<file path="src/rtl/decode_pkg.sv">
// decode_pkg: MIPS opcode/funct encodings and immediate-extension modes shared by the decode stage.
package decode_pkg;
    localparam logic [5:0] OP_RTYPE = 6'h00;
    localparam logic [5:0] OP_J     = 6'h02;
    localparam logic [5:0] OP_JAL   = 6'h03;
    localparam logic [5:0] OP_BEQ   = 6'h04;
    localparam logic [5:0] OP_BNE   = 6'h05;
    localparam logic [5:0] OP_BLEZ  = 6'h06;
    localparam logic [5:0] OP_BGTZ  = 6'h07;
    localparam logic [5:0] OP_ORI   = 6'h0D;
    localparam logic [5:0] OP_LUI   = 6'h0F;
    localparam logic [5:0] OP_LW    = 6'h23;
    localparam logic [5:0] OP_SW    = 6'h2B;

    localparam logic [5:0] FN_JR    = 6'h08;
    localparam logic [5:0] FN_JALR  = 6'h09;
    localparam logic [5:0] FN_ADDU  = 6'h21;
    localparam logic [5:0] FN_SUBU  = 6'h23;

    typedef enum logic [1:0] {IMM_SEXT, IMM_ZEXT, IMM_LUI} imm_mode_e;

    function automatic imm_mode_e imm_mode(input logic [5:0] op);
        return (op == OP_ORI) ? IMM_ZEXT : (op == OP_LUI) ? IMM_LUI : IMM_SEXT;
    endfunction
endpackage

</file>
<file path="src/rtl/grf_p.sv">
// grf_p: register file with async active-low reset, hard-wired $0 and write-to-read bypass.
// Define GRF_WRITE_LOG_EN to print every committed write (simulation only).
module grf_p #(
    parameter  int XLEN = 32,
    parameter  int NREG = 32,
    localparam int AW   = $clog2(NREG)
) (
    input  logic            clk,
    input  logic            i_rst_n,
    input  logic            i_we,
    input  logic [31:0]     i_pc,
    input  logic [AW-1:0]   i_a3,
    input  logic [XLEN-1:0] i_wd,
    input  logic [AW-1:0]   i_ra1,
    input  logic [AW-1:0]   i_ra2,
    output logic [XLEN-1:0] o_rd1,
    output logic [XLEN-1:0] o_rd2
);
    logic [XLEN-1:0] r_regs [NREG];
    logic            w_commit;

    // $0 is never written, so its storage stays at the reset value of zero
    assign w_commit = i_we && (i_a3 != '0);

    always_ff @(posedge clk or negedge i_rst_n) begin
        if (!i_rst_n) begin
            for (int i = 0; i < NREG; i++) r_regs[i] <= '0;
        end else if (w_commit) begin
            r_regs[i_a3] <= i_wd;
        end
    end

    assign o_rd1 = (w_commit && i_a3 == i_ra1) ? i_wd : r_regs[i_ra1];
    assign o_rd2 = (w_commit && i_a3 == i_ra2) ? i_wd : r_regs[i_ra2];

`ifdef GRF_WRITE_LOG_EN
    always @(posedge clk) begin
        if (i_rst_n && w_commit) $display("@%h: $%d <= %h", i_pc, i_a3, i_wd);
    end
`else
    logic w_unused_pc;
    assign w_unused_pc = ^i_pc;
`endif
endmodule

</file>
<file path="src/rtl/decode_stage_p.sv">
// decode_stage_p: MIPS decode with register file, branch/jump resolution and registered D/E boundary.
// Optional write logging in the register file via GRF_WRITE_LOG_EN.
module decode_stage_p
    import decode_pkg::*;
#(
    parameter  int XLEN   = 32,
    parameter  int NREG   = 32,
    parameter  int RA_IDX = 31,
    localparam int AW     = $clog2(NREG)
) (
    input  logic            clk,
    input  logic            reset,
    input  logic [31:0]     f_pc,
    input  logic            d_valid,
    input  logic [31:0]     d_pc,
    input  logic [31:0]     d_instr,
    input  logic [XLEN-1:0] fw_rs,
    input  logic [XLEN-1:0] fw_rt,
    input  logic            stall,
    input  logic            flush,
    input  logic            w_we,
    input  logic [31:0]     w_pc,
    input  logic [AW-1:0]   w_a3,
    input  logic [XLEN-1:0] w_wd,
    output logic [XLEN-1:0] d_rd1,
    output logic [XLEN-1:0] d_rd2,
    output logic [31:0]     npc,
    output logic            br_taken,
    output logic            e_valid,
    output logic [31:0]     e_pc,
    output logic [31:0]     e_instr,
    output logic [XLEN-1:0] e_rs_val,
    output logic [XLEN-1:0] e_rt_val,
    output logic [XLEN-1:0] e_imm,
    output logic [AW-1:0]   e_a3,
    output logic [31:0]     e_link
);
    typedef struct packed {
        logic            valid;
        logic [31:0]     pc;
        logic [31:0]     instr;
        logic [XLEN-1:0] rs_val;
        logic [XLEN-1:0] rt_val;
        logic [XLEN-1:0] imm;
        logic [AW-1:0]   a3;
        logic [31:0]     link;
    } de_t;

    logic [5:0]  w_op, w_fn;
    logic [15:0] w_imm16;
    logic        w_is_jr, w_is_jalr, w_is_j, w_is_jal, w_is_rdst, w_is_rtdst;
    logic        w_eq, w_lez, w_br_cond, w_live, w_bubble;
    logic [31:0] w_pc4, w_br_tgt, w_j_tgt;
    imm_mode_e   w_mode;
    de_t         w_de, r_de;
    logic        w_unused_shamt;

    assign w_op           = d_instr[31:26];
    assign w_fn           = d_instr[5:0];
    assign w_imm16        = d_instr[15:0];
    assign w_unused_shamt = ^d_instr[10:6];

    grf_p #(.XLEN(XLEN), .NREG(NREG)) u_grf (
        .clk     (clk),
        .i_rst_n (reset),
        .i_we    (w_we),
        .i_pc    (w_pc),
        .i_a3    (w_a3),
        .i_wd    (w_wd),
        .i_ra1   (AW'(d_instr[25:21])),
        .i_ra2   (AW'(d_instr[20:16])),
        .o_rd1   (d_rd1),
        .o_rd2   (d_rd2)
    );

    assign w_is_jr    = (w_op == OP_RTYPE) && (w_fn == FN_JR);
    assign w_is_jalr  = (w_op == OP_RTYPE) && (w_fn == FN_JALR);
    assign w_is_j     = (w_op == OP_J);
    assign w_is_jal   = (w_op == OP_JAL);
    assign w_is_rdst  = (w_op == OP_RTYPE) && (w_fn == FN_ADDU || w_fn == FN_SUBU || w_fn == FN_JALR);
    assign w_is_rtdst = (w_op == OP_ORI) || (w_op == OP_LUI) || (w_op == OP_LW);

    // Branches resolve on the forwarded operands so a just-produced value is honoured
    assign w_eq      = (fw_rs == fw_rt);
    assign w_lez     = fw_rs[XLEN-1] || (fw_rs == '0);
    assign w_br_cond = (w_op == OP_BEQ)  ?  w_eq  :
                       (w_op == OP_BNE)  ? !w_eq  :
                       (w_op == OP_BLEZ) ?  w_lez :
                       (w_op == OP_BGTZ) ? !w_lez : 1'b0;

    assign w_live   = d_valid && !flush;
    assign w_pc4    = f_pc + 32'd4;
    assign w_br_tgt = d_pc + 32'd4 + {{14{w_imm16[15]}}, w_imm16, 2'b00};
    assign w_j_tgt  = {d_pc[31:28], d_instr[25:0], 2'b00};

    always_comb begin
        npc = !w_live                ? w_pc4    :
              w_br_cond              ? w_br_tgt :
              (w_is_j || w_is_jal)   ? w_j_tgt  :
              (w_is_jr || w_is_jalr) ? fw_rs[31:0] : w_pc4;
        br_taken = w_live && (w_br_cond || w_is_j || w_is_jal || w_is_jr || w_is_jalr);
    end

    assign w_mode = imm_mode(w_op);

    always_comb begin
        w_de        = '0;
        w_de.valid  = 1'b1;
        w_de.pc     = d_pc;
        w_de.instr  = d_instr;
        w_de.rs_val = fw_rs;
        w_de.rt_val = fw_rt;
        w_de.imm    = (w_mode == IMM_ZEXT) ? XLEN'(w_imm16) :
                      (w_mode == IMM_LUI)  ? XLEN'({w_imm16, 16'h0000}) :
                                             {{(XLEN-16){w_imm16[15]}}, w_imm16};
        w_de.a3     = (w_op == OP_SW) ? '0 :
                      w_is_rdst       ? AW'(d_instr[15:11]) :
                      w_is_jal        ? AW'(RA_IDX) :
                      w_is_rtdst      ? AW'(d_instr[20:16]) : '0;
        w_de.link   = (w_is_jal || w_is_jalr) ? d_pc + 32'd8 : 32'd0;
    end

    assign w_bubble = flush || stall || !d_valid;

    always_ff @(posedge clk or negedge reset) begin
        if (!reset) r_de <= '0;
        else        r_de <= w_bubble ? '0 : w_de;
    end

    assign e_valid  = r_de.valid;
    assign e_pc     = r_de.pc;
    assign e_instr  = r_de.instr;
    assign e_rs_val = r_de.rs_val;
    assign e_rt_val = r_de.rt_val;
    assign e_imm    = r_de.imm;
    assign e_a3     = r_de.a3;
    assign e_link   = r_de.link;
endmodule

</file>
<file path="config.mk">
export PLATFORM = sky130hd
export DESIGN_NAME = decode_stage_p
export DESIGN_NICKNAME = d
export VERILOG_FILES = /design/src/rtl/decode_pkg.sv /design/src/rtl/grf_p.sv /design/src/rtl/decode_stage_p.sv
export SDC_FILE = /design/constraint.sdc
export NUM_CORES = 2
export LEC_CHECK = 0
export CAP_MARGIN = 20
export CORE_MARGIN = 3
export CORE_UTILIZATION = 40
export DETAILED_ROUTE_END_ITERATION = 12
export PLACE_DENSITY = 0.63
export SLEW_MARGIN = 10
export SYNTH_ARGS = -nofsm -noshare
export SYNTH_HDL_FRONTEND = slang
export SYNTH_SLANG_ARGS = --single-unit
export TNS_END_PERCENT = 30
</file>
<file path="constraint.sdc">
create_clock -name clk -period 11.6 [get_ports clk]
set_clock_uncertainty 0.1 [all_clocks]
set_input_delay 2.32 -clock clk [delete_from_list [all_inputs] [get_ports clk]]
set_output_delay 2.32 -clock clk [all_outputs]
set_load 0.005 [all_outputs]
</file>
# Word-level counts from Yosys, hierarchy flattened
# Index checks and enable logic that the tools add are counted.
word_totals:
  regBits: 1222
  out_inout_bits: 295
  word_cells: 129
op_classes:
  addsub: 4
  n_lt_le_gt_ge: 4
  eq_ne: 19
  muxes: 29
  bitwise: 3
  reduce_logical: 30
ops:
  columns: ["cell", "count"]
  rows:
  - ["$bwmux W1024", 1]
  - ["$mux W32", 13]
  - ["$bmux W32 S5", 2]
  - ["$mux W198", 1]
  - ["$demux W32 S5", 1]
  - ["$add A32 B3 Y32 const B", 2]
  - ["$add A32 B32 Y32", 1]
  - ["$add A32 B4 Y32 const B", 1]
  - ["$eq A32 B32 Y1", 1]
  - ["$logic_not A32 Y1", 1]
  - ["$mux W31", 1]
  - ["$eq A6 B3 Y1 const B", 4]
  - ["$eq A6 B4 Y1 const B", 4]
  - ["$eq A6 B6 Y1 const B", 4]
  - ["$mux W5", 4]
  - ["$ge A6 B6 Y1 const B", 3]
  - ["$not A5 Y6", 3]
  - ["$logic_or A1 B1 Y1", 14]
  - ["$eq A6 B2 Y1 const B", 2]
  - ["$eq A5 B5 Y1", 2]
  - ["$logic_and A1 B1 Y1", 9]
  - ["$logic_not A6 Y1", 1]
  - ["$lt A6 B1 Y1 const B", 1]
  - ["$reduce_bool A5 Y1", 1]
  - ["other kinds (5)", 12]

# Depth between registers and ports, before layout
depth:
  ltp_word: 12
  depth_mapped: 13
  ltp_nobuf: 13

# Modules after synthesis
# From an unflattened synthesis, not the netlist that was laid out.
hier_totals:
  hier_cells: 4509
  hier_area_um2: 64380.5
modules_own_cells:
  columns: ["module", "instances", "cells_each", "area_per_inst_um2"]
  rows:
  - ["grf_p", 1, 3434, 53697.8]
  - ["decode_stage_p", 1, 1075, 10682.7]

# Least setup slack after synthesis
# OpenSTA, ideal clock, no wires.
synth_path:
  path_type: "input-to-output"
  startpoint: "input port d_pc[3]"
  endpoint: "output port npc[27]"
  t_arrival_ns: 4.899
  slack_ns: 4.281
  stages: 11
  path_buffers: 0
  cell_sequence: "ha_1 ha_1 fa_1 a21o_1 a221oi_2 nor4_1 or2_2 a31oi_1 o31ai_1 xnor2_1 a211oi_1"
synth_between:
  elab_chain_cells: 4
synth_rtl:
  columns: ["item", "line", "text"]
  rows:
  - ["start: declaration", "decode_stage_p.sv:15", "input logic [31:0] d_pc,"]
  - ["$add A32 B3 Y32", "decode_stage_p.sv:93", "assign w_br_tgt = d_pc + 32'd4 + {{14{w_imm16[15]}}, w_imm16, 2'b00};"]
  - ["$add A32 B32 Y32", "decode_stage_p.sv:93", null]
  - ["$mux W32", "decode_stage_p.sv:98", "w_br_cond ? w_br_tgt :"]
  - ["$mux W32", "decode_stage_p.sv:97", "npc = !w_live ? w_pc4 :"]
  - ["end: declaration", "decode_stage_p.sv:27", "output logic [31:0] npc,"]
# No other way between the ends.

# Worst setup path after layout
layout_path:
  startpoint: "input port d_instr[1]"
  endpoint: "output port npc[27]"
layout_between:
  elab_chain_cells: 7
layout_rtl:
  columns: ["item", "line", "text"]
  rows:
  - ["start: declaration", "decode_stage_p.sv:16", "input logic [31:0] d_instr,"]
  - ["branches (longest 5 deep; another with $add A32 B32 Y32)", null, null]
  - ["$mux W32 *", "decode_stage_p.sv:98", null]
  - ["$mux W32 *", "decode_stage_p.sv:97", null]
# Every way passes the cells marked *.

==> results.py <==
metrics = {
    "global_routing": {
        "grt.overflow.total": 0,
        "use_met3_pct": 4.64,
        "use_met2_pct": 37.9,
        "use_met1_pct": 34.3,
        "antenna_found_initial": 27,
        "grt_max_degree": 174,
        "grt.total_usage_pct": 24.2,
        "grt-busiest-layer": "met2",
        "grt_pass1_vias": 42805,
        "grt_pass1_wl_um": 300000,
    },
    "synth": {
        "yosysSeqAreaShare_pct": 46.9,
        "synth_nets": 4697,
        "synthArstFlopShare_pct": 100,
        "ys_types": 74,
        "syn_area_mm2": 0.0652,
        "synth.ff_latch_count": 1222,
        "synth.most_common_cell": "dfrtp_1",
        "synth-edff-count": 0,
        "ys.flop_type": "dfrtp_1",
        "yosysTopAreaCell": "dfrtp_1",
        "synth_area_per_cell_um2": 14.8,
        "synth_area_leaders": "dfrtp_1 (47%), mux4_2 (22%), mux2_2 (17%)",
        "syn_inst": 4402,
        "synthTopCellsByCount": "dfrtp_1 (1222), mux2_2 (989), mux4_2 (640), clkbuf_1 (266), nand2_1 (149)",
        "synth.top_cell.area_share_pct": 46.9,
        "synth_warnings": 0,
    },
    "drt": {
        "dr.pass1.iters": 6,
        "via_per_inst": 5.97,
        "vias": 41675,
        "wl_um": 205000,
        "detail-route-antenna-nets": 0,
        "drc": 0,
        "routedWlPerCell_um": 29.3,
        "drt_iter0_drc": 3737,
    },
    "timing": {
        "slew_viol_final": 0,
        "setup_violations": 0,
        "tns_ns": 0,
        "finalCritPeriodShare_pct": 79.8,
        "rsz0062_at_grt": "false",
        "tightestPinTransition_ns": 1.12,
        "fmax_mhz": 108,
        "max-slew-margin-rel_pct": 25.3,
        "finalHoldViolCount": 0,
        "period_needed_ns": 9.26,
    },
    "floorplanning": {
        "die_area_mm2": 0.168,
        "core_area_mm2": 0.161,
        "die_h_um": 410,
        "std_cell_rows": 147,
        "start_util_pct": 40.4,
        "die_x_um": 410,
        "ioPinCount": 530,
    },
    "layout": {
        "nNetsFinal": 4996,
        "fin_util_pct": 47.8,
        "final_area_mm2": 0.0770,
        "layout-drive-gt1-share_pct": 42.0,
        "synthToLayoutAreaGrowth_pct": 18.1,
    },
    "clock_network": {
        "cts_setup_buffers": 0,
        "clkTransAtPathRegs_ns": 0.06,
        "hold_buffers": 0,
        "h-tree-depth": 4,
        "cts-buffers-inserted": 141,
        "cts_tree": "yes",
        "clock_latency_ns": 0.77,
        "cts_resized": 0,
        "root_buffer": "clkbuf_16",
        "cts_num_sinks": 1222,
        "max-clock-path-buffers": 3,
    },
    "power_and_ir_drop": {
        "p_leak_nw": 32.8,
        "vdd_drop_max_v": 0.000153,
        "finalPower_mw": 12.5,
        "p_per_area_mw_per_mm2": 162,
    },
    "min_path": {
        "holdCritPathClass": "flip-flop to flip-flop",
    },
    "flow_run": {
        "cap_violations": 0,
    },
    "critical_path": {
        "start_kind": "input pin",
        "path_delay_family": "compound AO/OA/AOI/OAI gates",
        "worst_ep_arrival_time_ns": 6.84,
        "reg2reg_slack_ns": 10.70,
        "critical_path_class": "input pin to output port",
        "required_ns": 9.18,
        "cp-end-kind": "output port",
        "cpMaxStageDelayCell": "clkdlybuf4s50_1",
        "crit_path_max_fanout": 6,
        "max_stage_delay_ns": 0.72,
        "crit_chain": "clkdlybuf4s50_1 > ha_1 > ha_1 > fa_1 > a21o_1 > a221oi_2 > nor4_1 > or2_2 > a31oi_1 > o31ai_1 > xnor2_1 > a211oi_1 > clkdlybuf4s50_1",
        "cp_num_buf_inv": 2,
    },
    "status": {
        "outcome": "complete, no violations",
    },
    "place": {
        "dpl.hpwl_um": 124000,
        "placed_cell_area_mm2": 0.0721,
        "io_buffers": 497,
        "gp_congestion": 0.933,
    },
}
## registers in the layout (all words and copies together) (netlist names)
| name | flops |
|---|---|
| e_a3 | 5 |
| e_imm | 32 |
| e_instr | 32 |
| e_link | 32 |
| e_pc | 32 |
| e_rs_val | 32 |
| e_rt_val | 32 |
| e_valid | 1 |
| u_grf.r_regs | 1024 |
## power breakdown
group | switching, mW | leakage, nW | internal, mW
combinational | 1.01 | 14.7 | 1.62
clock | 1.84 | 2.25 | 2.58
sequential | 0.470 | 15.9 | 4.96
## routing by layer
metal | up-vias | share of wire (%)
met4 | 6 | 2.6
li1 | 17345 | -
met3 | 285 | 7.3
met1 | 22530 | 42
met2 | 1509 | 48
met5 | - | 0.019
## final timing paths
check	startpoint	endpoint	depth (start not counted)
setup / recovery	d_instr[1]	npc[27]	13
hold / removal	u_grf.r_regs[1018]	u_grf.r_regs[1018]	0
setup reg to reg	u_grf.r_regs[629]	u_grf.r_regs[629]	1
hold reg to reg	u_grf.r_regs[1018]	u_grf.r_regs[1018]	0
max in group asynchronous	reset	u_grf.r_regs[691]	3
min in group asynchronous	reset	u_grf.r_regs[985]	1
## area by class of cell
class | instances | area, µm²
clock buffers | 208 | 4150
multi-input cells | 2712 | 32900
inverters | 19 | 71.3
diodes | 20 | 50.0
fillers | 13928 | 84300
clock inverters | 39 | 420
repair buffers | 605 | 6120
flip-flops and latches | 1222 | 30600
well taps | 2160 | 2700
## logic make-up (layout without fill, tap and decap cells)
kind of cell    Yosys count  count (layout)  synth area share (%)
compound gates          275             275                  2.73
xor+xnor                121             121                  1.62
fa+ha+maj                60              60                  1.16
buf+inv                 468             871                  2.91
flops                  1222            1222                  46.9
mux                    1709            1709                  40.4
other cells               0              20                     0
simple gates            547             547                  4.31
## layout by cell type, fill, tap and decap left out, drive strengths merged, types with 47 or more instances in the layout
cell and instances:
dfrtp 1222, mux2i 76, clkdlybuf4s50 485, nand2 149, and2 135, mux4 640
buf 120, o21ai 101, clkbuf 208, xor2 81, nor2 91, a21oi 47
ha 59, mux2 993
## metrics by stage
stage / std cells / worst slack, ns / hold slack [ns]
final: 6985 / 2.34 / 0.291
after detailed placement: 6698 / 2.44 / 0.283
after global routing: 6977 / 2.21 / 0.307
after floorplan: 4402 / 4.28 / 0.341
after CTS: 6945 / 2.41 / 0.296
after global placement: 6697 / 2.40 / 0.276
(Power assumes the default switching activity.)
